--- config.mk ---
export PLATFORM = sky130hd
export DESIGN_NAME = control_unit
export DESIGN_NICKNAME = d
export VERILOG_FILES = /design/src/rtl/control_unit.sv
export SDC_FILE = /design/constraint.sdc
export NUM_CORES = 1
export LEC_CHECK = 0
export ABC_CLOCK_PERIOD_IN_PS = 1850
export BUFFER_PORTS_ARGS = -buffer_cell sky130_fd_sc_hd__buf_2
export CAP_MARGIN = 20
export CORE_MARGIN = 4
export CORE_UTILIZATION = 42
export DETAILED_ROUTE_END_ITERATION = 6
export PLACE_DENSITY = 0.75
export SLEW_MARGIN = 10
export SYNTH_ARGS = -nofsm -noshare
export SYNTH_HDL_FRONTEND = slang
export SYNTH_SLANG_ARGS = --single-unit
--- constraint.sdc ---
create_clock -name clk -period 1.85 [get_ports clk]
set_clock_uncertainty 0.05 [all_clocks]
set_input_delay 0 -clock clk [delete_from_list [all_inputs] [get_ports clk]]
set_output_delay 0 -clock clk [all_outputs]
set_load 0.01 [all_outputs]
--- src/rtl/control_unit.sv ---
// Multicycle instruction sequencer for the 16-bit Tron core: latches the fetched
// word, decodes it, and drives the datapath control inputs and PC strobes.
module control_unit #(
  parameter int WIDTH = 16
) (
  input  logic             clk,
  input  logic             reset,
  input  logic [WIDTH-1:0] instr,
  input  logic             memReady,
  output logic [7:0]       instructionOp,
  output logic [WIDTH-1:0] immediate,
  output logic [3:0]       regAddA,
  output logic [3:0]       regAddB,
  output logic [3:0]       ALUOp,
  output logic [1:0]       shiftOp,
  output logic [2:0]       busOp,
  output logic             immMUX,
  output logic             regWrite,
  output logic             memWrite,
  output logic             pcAdd,
  output logic             pcJump,
  output logic             pcBranch,
  output logic [3:0]       flagOp,
  output logic             illegal
);

  // state  | meaning
  // FETCH  | wait for memReady, latch instr into IR
  // DECODE | decoded fields settle, no strobes
  // EXEC   | main action strobes for the instruction
  // MEM    | LOAD write-back from data memory
  // JUMP   | JAL target jump after the link write
  typedef enum logic [2:0] {
    stateFetch,
    stateDecode,
    stateExec,
    stateMem,
    stateJump
  } state_t;

  typedef enum logic [3:0] {
    kindAlu,
    kindCmp,
    kindStor,
    kindLoad,
    kindBranch,
    kindJal,
    kindJcond,
    kindNop,
    kindIllegal
  } kind_t;

  state_t          state;
  kind_t           kind;
  logic [WIDTH-1:0] ir;
  logic [3:0]      op;
  logic [3:0]      ext;

  assign op            = ir[15:12];
  assign ext           = ir[7:4];
  assign instructionOp = {op, ext};
  assign regAddA       = ir[3:0];
  assign regAddB       = ir[11:8];
  assign flagOp        = ir[11:8];
  assign shiftOp       = 2'b00;

  always_comb begin
    kind      = kindIllegal;
    immediate = '0;
    ALUOp     = 4'b0000;
    busOp     = 3'd0;
    immMUX    = 1'b0;
    case (op)
      4'b0000: begin
        case (ext)
          4'b0101, 4'b1001, 4'b0001, 4'b0010, 4'b0011: begin
            kind  = kindAlu;
            ALUOp = ext;
            busOp = 3'd2;
          end
          4'b1011: begin
            kind  = kindCmp;
            ALUOp = ext;
            busOp = 3'd2;
          end
          4'b1101: begin
            kind  = kindAlu;
            ALUOp = ext;
          end
          4'b0000: kind = kindNop;
          default: kind = kindIllegal;
        endcase
      end
      4'b0101, 4'b1001, 4'b1011, 4'b1101: begin
        kind      = (op == 4'b1011) ? kindCmp : kindAlu;
        ALUOp     = op;
        immMUX    = 1'b1;
        immediate = {{(WIDTH-8){ir[7]}}, ir[7:0]};
        busOp     = (op == 4'b1101) ? 3'd0 : 3'd2;
      end
      4'b0001, 4'b0010, 4'b0011: begin
        kind      = kindAlu;
        ALUOp     = op;
        immMUX    = 1'b1;
        immediate = {{(WIDTH-8){1'b0}}, ir[7:0]};
        busOp     = 3'd2;
      end
      4'b1111: begin
        kind      = kindAlu;
        ALUOp     = op;
        immMUX    = 1'b1;
        immediate = {ir[7:0], {(WIDTH-8){1'b0}}};
      end
      4'b1000: begin
        case (ext)
          4'b0100: begin
            kind  = kindAlu;
            busOp = 3'd3;
          end
          4'b0000, 4'b0001: begin
            kind      = kindAlu;
            busOp     = 3'd3;
            immMUX    = 1'b1;
            immediate = {{(WIDTH-5){ir[4]}}, ir[4:0]};
          end
          default: kind = kindIllegal;
        endcase
      end
      4'b0100: begin
        case (ext)
          4'b0000: begin
            kind  = kindLoad;
            busOp = 3'd1;
          end
          4'b0100: kind = kindStor;
          4'b1000: begin
            kind  = kindJal;
            busOp = 3'd4;
          end
          4'b1100: kind = kindJcond;
          default: kind = kindIllegal;
        endcase
      end
      4'b1100: begin
        kind      = kindBranch;
        immediate = {{(WIDTH-8){ir[7]}}, ir[7:0]};
      end
      default: kind = kindIllegal;
    endcase
  end

  // Strobes are registered for the state being entered, so each is a clean
  // flop output for exactly one cycle and reset clears them asynchronously.
  always_ff @(posedge clk or negedge reset) begin
    if (!reset) begin
      state    <= stateFetch;
      ir       <= '0;
      regWrite <= 1'b0;
      memWrite <= 1'b0;
      pcAdd    <= 1'b0;
      pcJump   <= 1'b0;
      pcBranch <= 1'b0;
      illegal  <= 1'b0;
    end else begin
      regWrite <= 1'b0;
      memWrite <= 1'b0;
      pcAdd    <= 1'b0;
      pcJump   <= 1'b0;
      pcBranch <= 1'b0;
      illegal  <= 1'b0;
      case (state)
        stateFetch: begin
          if (memReady) begin
            ir    <= instr;
            state <= stateDecode;
          end
        end
        stateDecode: begin
          state <= stateExec;
          case (kind)
            kindAlu: begin
              regWrite <= 1'b1;
              pcAdd    <= 1'b1;
            end
            kindCmp: pcAdd <= 1'b1;
            kindStor: begin
              memWrite <= 1'b1;
              pcAdd    <= 1'b1;
            end
            kindLoad:   ;
            kindBranch: pcBranch <= 1'b1;
            kindJal:    regWrite <= 1'b1;
            kindJcond:  pcJump   <= 1'b1;
            kindNop:    pcAdd    <= 1'b1;
            default: begin
              pcAdd   <= 1'b1;
              illegal <= 1'b1;
            end
          endcase
        end
        stateExec: begin
          if (kind == kindLoad) begin
            state    <= stateMem;
            regWrite <= 1'b1;
            pcAdd    <= 1'b1;
          end else if (kind == kindJal) begin
            state  <= stateJump;
            pcJump <= 1'b1;
          end else begin
            state <= stateFetch;
          end
        end
        stateMem:  state <= stateFetch;
        stateJump: state <= stateFetch;
        default:   state <= stateFetch;
      endcase
    end
  end

endmodule

==> results by stage <==
Clock tree:
- No sink is reached through more buffers than the 2 on the longest clock path.
- Clock-pin slew was measured on the worst setup and hold paths at 0.08 ns.
- The clock net sink count is 25.
- The tree is rooted in a sky130_fd_sc_hd__clkbuf_8.
- The H-tree level count is 1.
- For the worst-skew pair, the clock arrives at the later sink with an insertion delay of 0.26 ns.
- Counting the buffers created by CTS gives 3.
- TritonCTS built the clock tree.

STA:
- The hold violation total from the final report is 0.
- The number of max-slew violations in the final report is 0.
- After layout, the minimum clock period comes to 1.913 ns.
- The slew at the pin closest to its max-slew limit is 0.5542 ns.
- The final-layout worst hold slack is 0.1983 ns.
- For this run, the top clock speed supported by timing is 522.8 MHz.
- Setup repair after global routing could not meet its margin everywhere.
- The max-slew headroom at the worst pin is 63.05%.
- Setup slack on the critical path of the routed design comes to -0.06269 ns.
- Dividing the final minimum period by the clock period gives 103.4%.
- The final-report setup violation count is 10.

Drt:
- The first routing iteration left 103 violations.
- After detailed routing, the number of vias per cell comes to 5.181.
- The remaining antenna violation count is 0.
- The post-detailed-route DRC marker count is 0.
- The first TritonRoute pass finished after 4 iterations.
- The number of vias after detailed routing is 1720.
- The total detailed-routing wirelength is 4.872 mm.
- The average wire length per cell after detail routing is 14.67 um.

Synth:
- The most used flip-flop cell after synthesis is sky130_fd_sc_hd__dfrtp_1.
- After synthesis, the netlist uses 39 different library cells.
- In the synthesized netlist, the number of instances is 185.
- A synthesized cell averages 8.650 um^2.
- The top cell type by total area after synthesis is sky130_fd_sc_hd__dfrtp_1.
- The most frequently used cell type in the post-synthesis netlist is sky130_fd_sc_hd__nand2_1.
- Sequential elements use 39.09% of the synthesized area.
- Of the post-synthesis cell area, the dominant cell type holds 39.09%.
- After synthesis, the share of flip-flops with an asynchronous set or reset is 100.0%.
- The number of flops mapped to enable cells by yosys is 0.
- The commonest cells after synthesis are sky130_fd_sc_hd__nand2_1 (31), sky130_fd_sc_hd__dfrtp_1 (25), sky130_fd_sc_hd__o21ai_0 (15).
- In the post-synthesis netlist, the biggest area contributors are sky130_fd_sc_hd__dfrtp_1 (39%), sky130_fd_sc_hd__mux2_2 (9.1%), sky130_fd_sc_hd__nand2_1 (7.3%), sky130_fd_sc_hd__o21ai_0 (4.7%), sky130_fd_sc_hd__and2_1 (3.1%).
- The number of flip-flops and latches in the synthesized netlist is 25.
- The warning count from the yosys run is 0.
- The mapped netlist covers 1600 um^2.

Pwr:
- The worst supply voltage drop on vdd is 0.0007608 V.
- The leakage power is 1.243 nW.
- Power spread over the standard cell area amounts to 1187 nW/um^2.

Place:
- The estimated wirelength of the detail-placed design is 3.335 mm.
- Routability-driven placement finished with a final weighted congestion of 0.9839.
- In this run the tool buffered the top-level ports with 68 buffer cells.
- The placed cell count is 300.

Floorplan:
- The boundary pin count is 71.
- The floorplan has 22 rows.
- The placeable core region is 3661 um^2.
- From bottom edge to top edge, the die measures 69.73 um.
- The floorplan step defined a die boundary enclosing 4862 um^2.
- The starting utilization of the core area is 43.71%.
- The floorplan step set the die width to 69.73 um.

Flow run:
- The max-capacitance violation count is 0.

Critical path:
- For the worst setup path, the data arrival time is 1.86 ns.
- The critical path in this run is classified as reg -> out.
- The startpoint type of the worst setup path is a flop.
- The required time of the worst setup path is 1.80 ns.
- Of all nets on the critical path, the largest fanout is 3.
- The sort of element at the end of the critical path is an output port.

Final layout:
- The share of the core filled with cells in the final layout is 67.50%.
- The number of antenna diodes in the final layout is 0.
- The final cell count without fillers is 332.
- After filler insertion, the fill cell instance count of the layout stands at 275.
- The final net count is 304.
- The ratio of cells with drive above 1 in the final layout is 48.59%.
- The area added between synthesis and finish is 54.42%.

Status:
- The final reports fail on setup timing.
- The flow ran to the end, but the final reports show violations.

GRT:
- The total global routing track utilization is 19.88%.
- The initial antenna violation count is 0.
- The total overflow reported by the global router is 0.
- Entering global routing, the biggest net connects 26 pins.
- The number of global-route vias before repair was 1774.
- The global-route wire length before repair is 8.017 mm.

Min path:
- The worst min-delay path category is in -> async.
-- flip-flops by register name, indices dropped and copies added, names as in the netlist --
signal and cells:
regWrite 1, illegal 1, pcAdd 1, pcJump 1, ir 16, pcBranch 1
memWrite 1, state 3
-- timing repair --
action,in CTS,in global routing
buffers inserted,7,4
gates resized for setup,17,14
setup endpoints to repair,21,27
hold buffers,17,0
pin swaps,7,3
endpoints found under the hold margin,41,0
-- worst max-delay path, cell delays in order (launching register included) --
cell	delay (ns)
sky130_fd_sc_hd__dfrtp_1	0.40
sky130_fd_sc_hd__or4_4	0.54
sky130_fd_sc_hd__or2_4	0.28
sky130_fd_sc_hd__o32ai_4	0.20
sky130_fd_sc_hd__buf_2	0.17
-- cells in the final DEF, fill, tap and decap left out, types with 2 or more instances in the layout --
| cell type | n |
|---|---|
| sky130_fd_sc_hd__conb_1 | 2 |
| sky130_fd_sc_hd__buf_6 | 8 |
| sky130_fd_sc_hd__nand2_2 | 2 |
| sky130_fd_sc_hd__clkbuf_8 | 3 |
| sky130_fd_sc_hd__nand2_1 | 29 |
| sky130_fd_sc_hd__nand2b_1 | 3 |
| sky130_fd_sc_hd__a21oi_2 | 3 |
| sky130_fd_sc_hd__nor3b_1 | 4 |
| sky130_fd_sc_hd__a21o_1 | 3 |
| sky130_fd_sc_hd__inv_1 | 6 |
| sky130_fd_sc_hd__o21ai_0 | 13 |
| sky130_fd_sc_hd__and2_1 | 7 |
| sky130_fd_sc_hd__dfrtp_2 | 3 |
| sky130_fd_sc_hd__nor2_1 | 11 |
| sky130_fd_sc_hd__buf_4 | 23 |
| sky130_fd_sc_hd__a22o_1 | 2 |
| sky130_fd_sc_hd__dfrtp_1 | 22 |
| sky130_fd_sc_hd__mux2_2 | 13 |
| sky130_fd_sc_hd__dlygate4sd3_1 | 17 |
| sky130_fd_sc_hd__buf_2 | 65 |
| sky130_fd_sc_hd__nor2b_1 | 5 |
| sky130_fd_sc_hd__a21oi_1 | 3 |
| sky130_fd_sc_hd__a221oi_1 | 2 |
| sky130_fd_sc_hd__nand3_1 | 3 |
| sky130_fd_sc_hd__nor3_1 | 2 |
-- cell families after synthesis --
group | synth area share [%]
and+or+nand+nor | 24.55
AOI/OAI and AO/OA | 19.24
DFF | 39.09
buffers and inverters | 7.740
muxes | 9.148
other | 0.2343
-- worst paths after layout --
kind / start / endpoint / slack, ns / depth (start not counted)
worst max-delay path: ir[13] / busOp[0] / -0.06 / 4
worst min-delay path: reset / state[2] / 0.20 / 2
worst max register to register: ir[13] / regWrite / -0.04 / 6
worst min register to register: ir[8] / ir[8] / 0.48 / 1
max in group asynchronous: reset / ir[7] / 1.16 / 2
min in group clk: memReady / state[0] / 0.29 / 5
-- layer usage --
layer  vias up  global-route usage (%)  routed length [um]
met1       792                   23.31                1862
met4         0                   4.043                  46
met5         -                       0                   0
li1        829                       -                   -
met3         4                   5.507                 480
met2        95                   36.12                2482
-- area by class of cell --
| class | instances | area, um^2 | area share, % |
|---|---|---|---|
| tap | 48 | 60.06 | 2.430 |
| inverter | 6 | 22.52 | 0.9114 |
| clock buffer | 3 | 41.29 | 1.671 |
| clock inverter | 1 | 5.005 | 0.2025 |
| multi-input combinational | 136 | 954.7 | 38.63 |
| timing repair buffer | 113 | 758.2 | 30.68 |
| sequential | 25 | 629.4 | 25.47 |
-- metrics by stage --
step                      setup WS [ns]  instance area (um^2)  setup TNS, ns  total power (W)
after global placement          0.04728                  2044              0         0.002315
final                          -0.06269                  2471        -0.2188         0.002934
after floorplan                 0.02871                  1612              0         0.001733
after global routing            -0.2022                  2471         -2.201         0.003143
after CTS                      -0.08440                  2375        -0.2251         0.002812
after detailed placement       0.006276                  2044              0         0.002335
-- power breakdown --
| part | total (W) | switching [W] | leakage, nW | internal (W) |
|---|---|---|---|---|
| sequential | 0.000821 | 0.000146 | 0.307 | 0.000675 |
| clock | 0.000319 | 0.000168 | 0.0255 | 0.000150 |
| combinational | 0.00179 | 0.000960 | 0.910 | 0.000833 |
| total | 0.00293 | 0.00127 | 1.24 | 0.00166 |
Power figures use the tool's default switching activity.
